$ cat config.mk
export PLATFORM = sky130hd
export DESIGN_NAME = apb_fsm_controller
export DESIGN_NICKNAME = d
export VERILOG_FILES = /design/src/rtl/apb_fsm_controller.sv
export SDC_FILE = /design/constraint.sdc
export NUM_CORES = 1
export LEC_CHECK = 0
export CORE_MARGIN = 5
export CORE_UTILIZATION = 39
export DETAILED_ROUTE_END_ITERATION = 7
export PLACE_DENSITY_LB_ADDON = 0.1
export SETUP_SLACK_MARGIN = 0.5
export SLEW_MARGIN = 25
export SYNTH_ARGS = -nofsm -noshare
export SYNTH_HDL_FRONTEND = slang
export SYNTH_SLANG_ARGS = --single-unit
$ cat constraint.sdc
create_clock -name Hclk -period 1.85 [get_ports Hclk]
set_input_delay 0.37 -clock Hclk [delete_from_list [all_inputs] [get_ports Hclk]]
set_output_delay 0.37 -clock Hclk [all_outputs]
set_load 0.01 [all_outputs]
$ cat src/rtl/apb_fsm_controller.sv
// APB master sequencer for the AHB-to-APB bridge: one SETUP/ACCESS pair per AHB transfer.
// Optional APB_PREADY_EN adds a Pready input so peripherals can extend ACCESS.
module apb_fsm_controller #(
   parameter int ADDR_W = 32,
   parameter int DATA_W = 32,
   parameter int NSEL   = 3
) (
   input  logic              Hclk,
   input  logic              Hreset,
   input  logic              valid,
   input  logic [NSEL-1:0]   tempselx,
   input  logic [ADDR_W-1:0] Haddr2,
   input  logic              Hwritereg1,
   input  logic [DATA_W-1:0] Hwdata1,
`ifdef APB_PREADY_EN
   input  logic              Pready,
`endif
   output logic              Hreadyout,
   output logic [NSEL-1:0]   Pselx,
   output logic              Penable,
   output logic              Pwrite,
   output logic [ADDR_W-1:0] Paddr,
   output logic [DATA_W-1:0] Pwdata
);

   // state  | meaning
   // IDLE   | no transfer, AHB ready
   // ADDR   | AHB data phase started, wait for delayed address/data
   // DATA   | capture address/direction/data, drive Pselx
   // SETUP  | APB setup cycle, raise Penable
   // ACCESS | APB access, completes when Pready_eff
   localparam logic [2:0] ST_IDLE   = 3'd0;
   localparam logic [2:0] ST_ADDR   = 3'd1;
   localparam logic [2:0] ST_DATA   = 3'd2;
   localparam logic [2:0] ST_SETUP  = 3'd3;
   localparam logic [2:0] ST_ACCESS = 3'd4;

   logic [2:0]      state;
   logic [NSEL-1:0] sel_q;
   logic            pready_eff;

   // A decode miss must never hang the master, so it completes unconditionally.
`ifdef APB_PREADY_EN
   assign pready_eff = (sel_q == '0) | Pready;
`else
   assign pready_eff = 1'b1;
`endif

   always_comb begin
      Hreadyout = 1'b0;
      case (state)
         ST_IDLE:   Hreadyout = 1'b1;
         ST_ACCESS: Hreadyout = pready_eff;
         default:   Hreadyout = 1'b0;
      endcase
   end

   always_ff @(posedge Hclk) begin
      if (Hreset) begin
         state   <= ST_IDLE;
         sel_q   <= '0;
         Pselx   <= '0;
         Penable <= 1'b0;
         Pwrite  <= 1'b0;
         Paddr   <= '0;
         Pwdata  <= '0;
      end else begin
         case (state)
            ST_IDLE: begin
               if (valid) begin
                  sel_q <= tempselx;
                  state <= ST_ADDR;
               end
            end
            ST_ADDR: state <= ST_DATA;
            ST_DATA: begin
               Paddr   <= Haddr2;
               Pwrite  <= Hwritereg1;
               Pwdata  <= Hwdata1;
               Pselx   <= sel_q;
               Penable <= 1'b0;
               state   <= ST_SETUP;
            end
            ST_SETUP: begin
               Penable <= 1'b1;
               state   <= ST_ACCESS;
            end
            ST_ACCESS: begin
               if (pready_eff) begin
                  Pselx   <= '0;
                  Penable <= 1'b0;
                  if (valid) begin
                     sel_q <= tempselx;
                     state <= ST_ADDR;
                  end else begin
                     state <= ST_IDLE;
                  end
               end
            end
            default: state <= ST_IDLE;
         endcase
      end
   end

endmodule

==> summary.txt, run 1 <==
Critical path
  • Critical path required time: about 1.5 ns
  • Top cell family by delay on the critical path: flip-flops
  • Critical Path Sink Type: output pin
  • CP Launch Type: flop
  • Critical path type: flop to output pin
  • Largest stage delay on the critical path: 0.36 ns
  • Cell repeated most along the worst path: buf_6
  • Crit-path slowest cell: dfxtp_4
  • Worst-path maximum fanout: 6
  • Arrival time at the worst endpoint: just over 1 ns
  • Worst-path cell chain: buf_6 -> nor2_4 -> buf_6
  • WP buf/inv: 2

Final layout
  • Antenna diodes: 0
  • Layout cells sized above 1: 0.0923
  • # fillers: ~640
  • Final nets: 533
  • Area Overhead vs Synth: 61.8%
  • Final Util: 0.644
  • Post-Layout Cell Count: between 500 and 600

Synthesis
  • Unique cell type count in the Yosys netlist: 21
  • Synth warnings: 0
  • Count leader, synth: nand2_1
  • Yosys reg bits: 75
  • Synthesized cell area: between 2000 and 3000 um2
  • Fraction of registers with async set/reset: 0
  • Synth top area share: 0.558
  • Largest cells by area after synthesis: dfxtp_1 (56%), nand2_1 (19%), a21oi_1 (12%)
  • Part of the Yosys area used for sequential elements: 0.558
  • Mapped Cells: roughly 330
  • Syn nets: roughly 400
  • Main flop type after synthesis: dfxtp_1
  • Mean Syn Cell Area: about 8.2 um2
  • Leading area contributor after synthesis: dfxtp_1
  • EDFF count, synth: 0
  • Most common library cells after synthesis: nand2_1 (136), dfxtp_1 (75), a21oi_1 (66)

Die
  • Chip height: roughly 93 um
  • DIE AREA: around 8700 um2
  • Core area: approximately 6800 um2
  • I/O pin cnt: 141
  • Die Wd: approximately 93 um
  • Num rows: 30
  • Initial Utilization: 0.398

Timing
  • Minimum clock period: around 1.4 ns
  • Setup-failing EPs final: 0
  • Slew Viols, Final: 0
  • Final Skew: roughly 0.0037 ns
  • Setup_tns: 0 ns
  • Highest clock rate: a little over 700 MHz
  • Slew headroom: 0.773
  • WHS: 0.451 ns
  • Final hold vios: 0
  • Final Cycle Share: 0.745
  • RSZ-0062 raised after global routing: yes
  • Least-Margin Pin Slew: 0.340 ns

Placement
  • Placed cells: 530
  • I/O Buffers: 140
  • Routability congestion estimate from global placement: approximately 0.71
  • Post-DP HPWL: between 4000 and 5000 um

Clock tree
  • Post-CTS Hold Fix Bufs: 0
  • Clock-pin slew on the worst setup and hold paths: roughly 0.070 ns
  • CTS max path bufs: 2
  • Clock latency at the later pin of the worst-skew pair: around 0.34 ns
  • CTS Buf Count: 9
  • Clock tree root buffer cell: clkbuf_8
  • CTS sink cnt: between 70 and 80
  • CTS tree: yes
  • CTS H-tree lvls: 3

Detailed routing
  • Wirelength per Cell: about 14 um
  • Overall routed net length: ~7600 um
  • Drt pass-1 iters: 4
  • Post-DR vias/cell: roughly 4.8
  • ANT nets after route: 0
  • Vias: roughly 2.6k
  • Starting DRT DRC Count: 122
  • DRC: 0

Run
  • Maxcap violations: 0

Power and ir drop
  • P per Cell Area: 977 nW/um2
  • Tot Pwr: 4.25 mW
  • Leak: around 1.7 nW
  • Max rail drop VDD: slightly above 600 uV

Global routing
  • First-pass GRT wire length: 12000 um
  • GRT Residual Overflow: 0
  • Largest net degree at the start of global routing: 76
  • GRT Total Usage: 0.175
  • Initial antenna violation count: 0
  • Vias in the first global route: approximately 2.5k

Outcome
  • Run status: complete, no violations

Worst hold path
  • Worst min-delay path class: flop to flop
## cell families after synthesis
kind of cell,after synthesis,share of synthesized area
AO/OA/AOI/OAI,71,0.135
XOR/XNOR,1,0.00325
buffers and inverters,24,0.0576
flip-flops,75,0.558
multiplexers,3,0.0112
AND/OR/NAND/NOR,154,0.235
## sequential cells by signal, indices dropped and copies added, names as in the netlist
signal   flops
Pwdata      32
state        3
Paddr       32
sel_q        3
Pwrite       1
Penable      1
Pselx        3
## routing by layer
metal,track usage,vias to the layer above,part of all wire
met5,0,-,0
met4,0.0745,0,0.015
met3,0.0483,11,0.065
met2,0.298,75,0.49
met1,0.205,1190,0.43
li1,-,1323,-
## path summary, 6_finish.rpt
check | from | endpoint | slack (ns) | depth (start not counted)
setup / recovery | state[1]$_SDFFE_PP0P_ | Hreadyout | 0.47 | 3
hold / removal | Pwdata[15]$_SDFFE_PP0P_ | Pwdata[15]$_SDFFE_PP0P_ | 0.45 | 2
setup reg to reg | state[2]$_SDFFE_PP0P_ | Pselx[0]$_SDFFE_PP0N_ | 0.50 | 3
hold reg to reg | Pwdata[15]$_SDFFE_PP0P_ | Pwdata[15]$_SDFFE_PP0P_ | 0.45 | 2
## power by group
group	internal (mW)	switching [mW]	total, mW
combinational	0.450	0.430	0.880
sequential	1.76	0.0759	1.83
clock	0.963	0.580	1.54
total	3.17	1.09	4.25
## placed cells by master (no fill, tap or decap), types with 2 or more instances in the layout
cell and instances:
dlygate4sd2_1 30, nor2_1 4, clkbuf_8 11, dfxtp_2 3, bufinv_16 3, clkbuf_2 7
mux2i_1 3, a21oi_1 66, buf_6 3, dfxtp_1 71, clkdlybuf4s50_1 69, nand2_1 136
or3b_2 3, buf_12 3, a31oi_1 3, clkdlybuf4s15_1 32, nand2b_1 2, nor3_1 2
## worst register-to-register path, stage by stage, from the launching register on
cell and delay (ns):
dfxtp_2 0.37, nand2b_2 0.25, or3b_2 0.46, a31oi_1 0.19
## metrics by stage
stage	worst slack (ns)	instance area, um2
detailed placement	0.283	4120
global route	0.428	4350
floorplan	0.522	2690
finish	0.471	4350
CTS	0.277	4320
global placement	0.308	4120
## final cells by class
type                    count  area (um2)  area share
clock buffers              11         151      0.0348
flip-flops and latches     75        1510       0.347
well taps                  80         100      0.0230
repair buffers            147        1440       0.331
clock inverters             4        97.6      0.0224
multi-input cells         229        1050       0.242
## what timing repair did
item	4_1_cts	5_1_grt
hold endpoints to repair	0	0
resized for setup	77	55
setup buffers	0	0
setup endpoints to repair	138	53
gates cloned	1	0
Power figures use the tool's default switching activity.
==> run 2: changes to the inputs <==
- clock period: 1.85 -> 1.45 ns (I/O delays scaled with it)
==> run 2 against run 1 <==
Critical path type is now flop to flop. Setup slack got worse by 0.30 ns. Largest power group unchanged. Non-clock buffer count increased by 17. Sequential share of layout area decreased by 1.5 points. Critical endpoint is now Paddr[22]$_SDFFE_PP0P_. First-iteration DRC count decreased by 23%. Final area increased by 11%. Via count increased by 0.58%.
==> summary.txt, run 2 (same netlist as run 1, synthesis figures left out) <==
Outcome
  • Run status: complete, no violations

Final layout
  • Most common cell after layout, fill and taps aside: nand2_1
  • Area Overhead vs Synth: 79.1%
  • Design area: 4820 um2 (+11%)
  • Layout cells sized above 1: 0.399 (+0.306)
  • Most frequent cells in the layout: nand2_1 (136), buf_6 (70), dfxtp_2 (69), clkdlybuf4s50_1 (69), a21oi_1 (66)
  • Antenna diodes: 0 (unchanged)
  • Final Util: 0.714 (+0.0691)
  • Top Registers: Paddr (32), Pwdata (32)
  • Final nets: 550 (+3.2%)

Run
  • Maxcap violations: 0 (unchanged)

Timing
  • Final Skew: 0.00836 ns (+0.00466 ns)
  • Final Cycle Share: 0.879
  • Slew Viols, Final: 0 (unchanged)
  • Least-Margin Pin Slew: 0.360 ns (+0.0204 ns)
  • RSZ-0062 raised after global routing: yes
  • Slew headroom: 0.760 (-0.0136)
  • Final hold vios: 0 (unchanged)
  • Minimum clock period: 1.28 ns
  • WHS: 0.327 ns (-0.125 ns)
  • Setup-failing EPs final: 0 (unchanged)
  • Highest clock rate: 784 MHz
  • Setup ws final: 0.175 ns (-0.296 ns)

Clock tree
  • Post-CTS Hold Fix Bufs: 0 (unchanged)
  • Clock-pin slew on the worst setup and hold paths: 0.07 ns (about the same)
  • Clock latency at the later pin of the worst-skew pair: 0.34 ns (about the same)
  • CTS H-tree lvls: 3 (unchanged)
  • CTS sink cnt: 75 (unchanged)
  • CTS max path bufs: 2 (unchanged)
  • Clock tree root buffer cell: clkbuf_8
  • CTS tree: yes
  • CTS Buf Count: 9 (unchanged)

Detailed routing
  • Vias: 2614 (+0.58%)
  • DRC: 0 (unchanged)
  • ANT nets after route: 0 (unchanged)
  • Post-DR vias/cell: 4.63 (-2.6%)
  • Starting DRT DRC Count: 94 (-23%)
  • Wirelength per Cell: 13.8 um (-0.97%)
  • Overall routed net length: 7790 um (+2.3%)
  • Drt pass-1 iters: 4 (unchanged)

Power and ir drop
  • Max rail drop VDD: 624 uV (+0.21%)
  • Clk pwr share: 0.348 (-0.015)
  • Leak: 1.89 nW (+9.1%)
  • Sw Ratio: 0.249 (-0.00576)
  • P per Cell Area: 1200 nW/um2 (+23%)
  • Comb pwr share: 0.238 (+0.031)
  • Tot Pwr: 5.79 mW (+36%)
  • Flop pwr share: 0.414 (-0.017)
  • Power Internal: 4.35 mW (+37%)
  • Psw: 1.45 mW (+33%)

Placement
  • Routability congestion estimate from global placement: 0.683 (-3.3%)
  • Worst slack, placed: -0.0708 ns (-0.354 ns)
  • Area post-placement: 4180 um2 (+1.4%)
  • Post-DP HPWL: 5150 um (+3.5%)
  • I/O Buffers: 140 (unchanged)

Critical path
  • Worst-path maximum fanout: 34 (+28)
  • R2R cell count: 4 (+1)
  • CP Launch Type: flop
  • Critical path type: flop to flop
  • Critical path required time: 1.66 ns (+0.18 ns)
  • Critical Path Sink Type: flop
  • Arrival time at the worst endpoint: 1.48 ns (+0.47 ns)
  • Flop2flop setup slack: 0.17 ns (-0.33 ns)

Global routing
  • Initial antenna violation count: 0 (unchanged)
  • GRT Residual Overflow: 0 (unchanged)
  • Vias in the first global route: 2416 (-2.6%)
  • GRT Total Usage: 0.166 (-0.00910)
  • Largest net degree at the start of global routing: 40 (-47%)
  • First-pass GRT wire length: 11500 um (-4.1%)

Die
  • Num rows: 30 (unchanged)
  • Initial Utilization: 0.398 (unchanged)
  • Die Wd: 93.1 um (unchanged)
  • Core area: 6760 um2 (unchanged)
  • I/O pin cnt: 141 (unchanged)
  • DIE AREA: 8660 um2 (unchanged)
  • Chip height: 93.1 um (unchanged)

Worst hold path
  • Worst min-delay path class: input port to flop
  • Hold Crit Depth: 2 (unchanged)
==> run 2: changes by cell type in the layout (fill, tap and decap cells not counted), moves of 2 or more <==
cell,previous run,this run
dlygate4sd2_1,30,0
buf_12,3,7
buf_4,1,14
dfxtp_4,1,3
clkbuf_2,7,0
or3b_2,3,0
clkdlybuf4s15_1,32,0
dfxtp_2,3,69
dfxtp_1,71,3
or3b_4,1,4
buf_6,3,70
==> run 2: power groups by stage <==
| stage | clock network, mW | registers, mW | logic (mW) |
|---|---|---|---|
| 6_report | 2.02 | 2.40 | 1.38 |
| 5_1_grt | 2.14 | 2.42 | 1.49 |
| 4_1_cts | 2.07 | 2.40 | 1.26 |
| 3_5_place_dp | 0 | 2.38 | 1.22 |
| 3_3_place_gp | 0 | 2.38 | 1.21 |
| 2_1_floorplan | 0 | 2.44 | 0.517 |
==> run 2: per-stage QoR <==
stage          setup TNS [ns]  cells
6_report                    0    564
4_1_cts                     0    551
5_1_grt                     0    564
3_3_place_gp          -0.0195    532
2_1_floorplan               0    328
3_5_place_dp           -0.169    532
==> run 2: final cells by class <==
cell class	instances	area [um2]
Fill cell	509	1940
Clock inverter	4	95.1
Timing Repair Buffer	164	1770
Sequential cell	75	1600
Tap cell	80	100
Multi-Input combinational cell	229	1090
Clock buffer	12	165
==> run 2: timing repair <==
action	CTS	global route
cloned	0	1
endpoints found under the setup margin	144	144
endpoints found under the hold margin	0	0
pin swaps	0	6
setup buffers	3	12
gates resized for setup	416	18
==> run 2: critical path, stage by stage, from the launching register on <==
cell     delay [ns]
dfxtp_4        0.38
or3b_4         0.44
buf_12         0.18
nand2_1        0.08
a21oi_1        0.06
==> run 2: worst paths after layout <==
path | start | to
min | Hreset | sel_q[2]$_SDFFE_PP0P_
max | state[2]$_SDFFE_PP0P_ | Paddr[22]$_SDFFE_PP0P_
max reg2reg | state[2]$_SDFFE_PP0P_ | Paddr[22]$_SDFFE_PP0P_
min reg2reg | Paddr[3]$_SDFFE_PP0P_ | Paddr[3]$_SDFFE_PP0P_
==> run 2: layer usage <==
metal,vias to the layer above,part of all wire,global-route usage
li1,1357,-,-
met5,-,0,0
met4,0,0.020,0.0781
met3,12,0.058,0.0467
met2,75,0.48,0.266
met1,1170,0.44,0.204
==> run 3: changes to the inputs <==
--- a/constraint.sdc
+++ b/constraint.sdc
@@ -3,2 +3,2 @@
 set_output_delay 0.29 -clock Hclk [all_outputs]
-set_load 0.01 [all_outputs]
+set_load 0.02 [all_outputs]
==> run 3 against run 2 <==
Critical endpoint is now Paddr[30]$_SDFFE_PP0P_. Global-route usage grew 0.36 points. Sequential cell count is the same. Register-to-register slack lost 0.098 ns. Combinational power grew 4%.
==> summary.txt, run 3 (same netlist as run 1, synthesis figures left out) <==
Outcome
  • Run status: complete, no violations

Timing
  • Minimum clock period: 1.37 ns (+0.0979 ns)
  • Setup-failing EPs final: 0 (unchanged)
  • RSZ-0062 raised after global routing: yes
  • Final hold vios: 0 (unchanged)
  • Slew Viols, Final: 0 (unchanged)
  • Setup_tns: 0 ns (unchanged)
  • Final Cycle Share: 0.947 (+0.0675)
  • Slew headroom: 0.758 (-0.00161)
  • Final Skew: 0.00723 ns (-0.00113 ns)
  • Highest clock rate: 728 MHz (-7.1%)
  • Least-Margin Pin Slew: 0.363 ns (+0.00241 ns)

Power and ir drop
  • Max rail drop VDD: 768 uV (+23%)
  • Tot Pwr: 5.64 mW (-2.7%)
  • Leak: 1.86 nW (-1.7%)
  • P per Cell Area: 1200 nW/um2 (-0.28%)

Critical path
  • Largest stage delay on the critical path: 0.45 ns (about the same)
  • Critical path type: flop to flop
  • Crit-path slowest cell: or3b_4
  • Worst-path cell chain: or3b_4 -> buf_12 -> nand2_1 -> a21oi_1
  • Critical path required time: 1.65 ns (about the same)
  • Worst-path maximum fanout: 39 (+15%)
  • CP Launch Type: flop
  • Arrival time at the worst endpoint: 1.57 ns (+0.09 ns)
  • Critical Path Sink Type: flop

Final layout
  • Final Util: 0.696 (-0.0176)
  • Top Registers: Paddr (32), Pwdata (32)
  • # fillers: 565 (+11%)
  • Layout cells sized above 1: 0.393 (-0.00539)
  • Area Overhead vs Synth: 74.7%
  • Most frequent cells in the layout: nand2_1 (136), dfxtp_2 (70), buf_6 (70)
  • Most common cell after layout, fill and taps aside: nand2_1
  • Antenna diodes: 0 (unchanged)
  • Final nets: 549 (-0.18%)

Global routing
  • Largest net degree at the start of global routing: 76 (+90%)
  • GRT Residual Overflow: 0 (unchanged)
  • Vias in the first global route: 2552 (+5.6%)
  • First-pass GRT wire length: 11900 um (+2.9%)
  • Initial antenna violation count: 0 (unchanged)
  • GRT Total Usage: 0.169 (+0.00357)

Detailed routing
  • DRC: 0 (unchanged)
  • Drt pass-1 iters: 4 (unchanged)
  • Starting DRT DRC Count: 84 (-11%)
  • Vias: 2643 (+1.1%)
  • Wirelength per Cell: 14.0 um (+1.2%)
  • ANT nets after route: 0 (unchanged)
  • Post-DR vias/cell: 4.69 (+1.3%)
  • Overall routed net length: 7870 um (+1.0%)

Die
  • Die Wd: 93.1 um (unchanged)
  • Core area: 6760 um2 (unchanged)
  • Initial Utilization: 0.398 (unchanged)
  • DIE AREA: 8660 um2 (unchanged)
  • Num rows: 30 (unchanged)
  • I/O pin cnt: 141 (unchanged)
  • Chip height: 93.1 um (unchanged)

Placement
  • I/O Buffers: 140 (unchanged)
  • Post-DP HPWL: 5180 um (+0.57%)
  • Routability congestion estimate from global placement: 0.678 (-0.72%)

Clock tree
  • Clock latency at the later pin of the worst-skew pair: 0.33 ns (about the same)
  • Clock tree root buffer cell: clkbuf_8
  • CTS Buf Count: 9 (unchanged)
  • CTS H-tree lvls: 3 (unchanged)
  • CTS max path bufs: 2 (unchanged)
  • CTS tree: yes
  • Post-CTS Hold Fix Bufs: 0 (unchanged)
  • CTS sink cnt: 75 (unchanged)
  • Clock-pin slew on the worst setup and hold paths: 0.07 ns (about the same)

Run
  • Maxcap violations: 0 (unchanged)

Worst hold path
  • Worst min-delay path class: input port to flop
## run 3: changes by cell type in the layout (fill, tap and decap cells not counted), sizes merged
| cell | previous run | this run |
|---|---|---|
| clkbuf | 13 | 12 |
| clkinvlp | 0 | 1 |
| bufinv | 3 | 2 |
## run 3: final cells by class
cell class | count | area, um2 | share of cell area
Clock buffer | 12 | 155 | 0.0330
Clock inverter | 4 | 72.6 | 0.0154
Multi-Input combinational cell | 229 | 1070 | 0.229
Sequential cell | 75 | 1590 | 0.339
Tap cell | 80 | 100 | 0.0213
Timing Repair Buffer | 163 | 1710 | 0.363
## run 3: power by group
| group | switching, mW | leakage, nW | internal [mW] |
|---|---|---|---|
| Clock | 0.736 | 0.113 | 1.06 |
| Combinational | 0.686 | 1.10 | 0.751 |
| Sequential | 0.130 | 0.643 | 2.27 |
| Total | 1.55 | 1.86 | 4.08 |
## run 3: path summary, 6_finish.rpt
kind                                       startpoint                     end  slack [ns]  cells after the start
worst max register to register  state[1]$_SDFFE_PP0P_  Paddr[30]$_SDFFE_PP0P_        0.08                      4
worst max-delay path            state[1]$_SDFFE_PP0P_  Paddr[30]$_SDFFE_PP0P_        0.08                      4
worst min-delay path                           Hreset   Paddr[8]$_SDFFE_PP0P_        0.44                      3
worst min register to register  Paddr[9]$_SDFFE_PP0P_   Paddr[9]$_SDFFE_PP0P_        0.45                      2
## run 3: repair_timing
action                                  in CTS  in global routing
endpoints found under the setup margin     144                143
pin swaps                                    1                  3
gates resized for setup                    490                  9
setup buffers                                2                 11
## run 3: layer usage
metal | track usage | vias to the layer above | wire (um)
met5 | 0 | - | 0
met4 | 0.0672 | 0 | 136
met3 | 0.0426 | 14 | 407
met2 | 0.292 | 74 | 3990
met1 | 0.200 | 1203 | 3330
li1 | - | 1352 | -
## run 3: per-stage QoR
| stage | instances | worst slack, ns | cell area [um2] | hold slack (ns) |
|---|---|---|---|---|
| final | 563 | 0.0770 | 4700 | 0.443 |
| after floorplan | 328 | 0.155 | 2710 | 0.426 |
| after global routing | 563 | 0.0394 | 4700 | 0.470 |
| after CTS | 552 | 0.0925 | 4590 | 0.448 |
| after detailed placement | 534 | -0.0738 | 4170 | 0.442 |
| after global placement | 534 | -0.00443 | 4170 | 0.437 |
## run 3: critical path: cells and delay by family (launching register included)
| kind | cells | cell delay, ns |
|---|---|---|
| buffers and inverters | 1 | 0.19 |
| AO/OA/AOI/OAI | 1 | 0.06 |
| flip-flops | 1 | 0.44 |
| AND/OR/NAND/NOR | 2 | 0.54 |
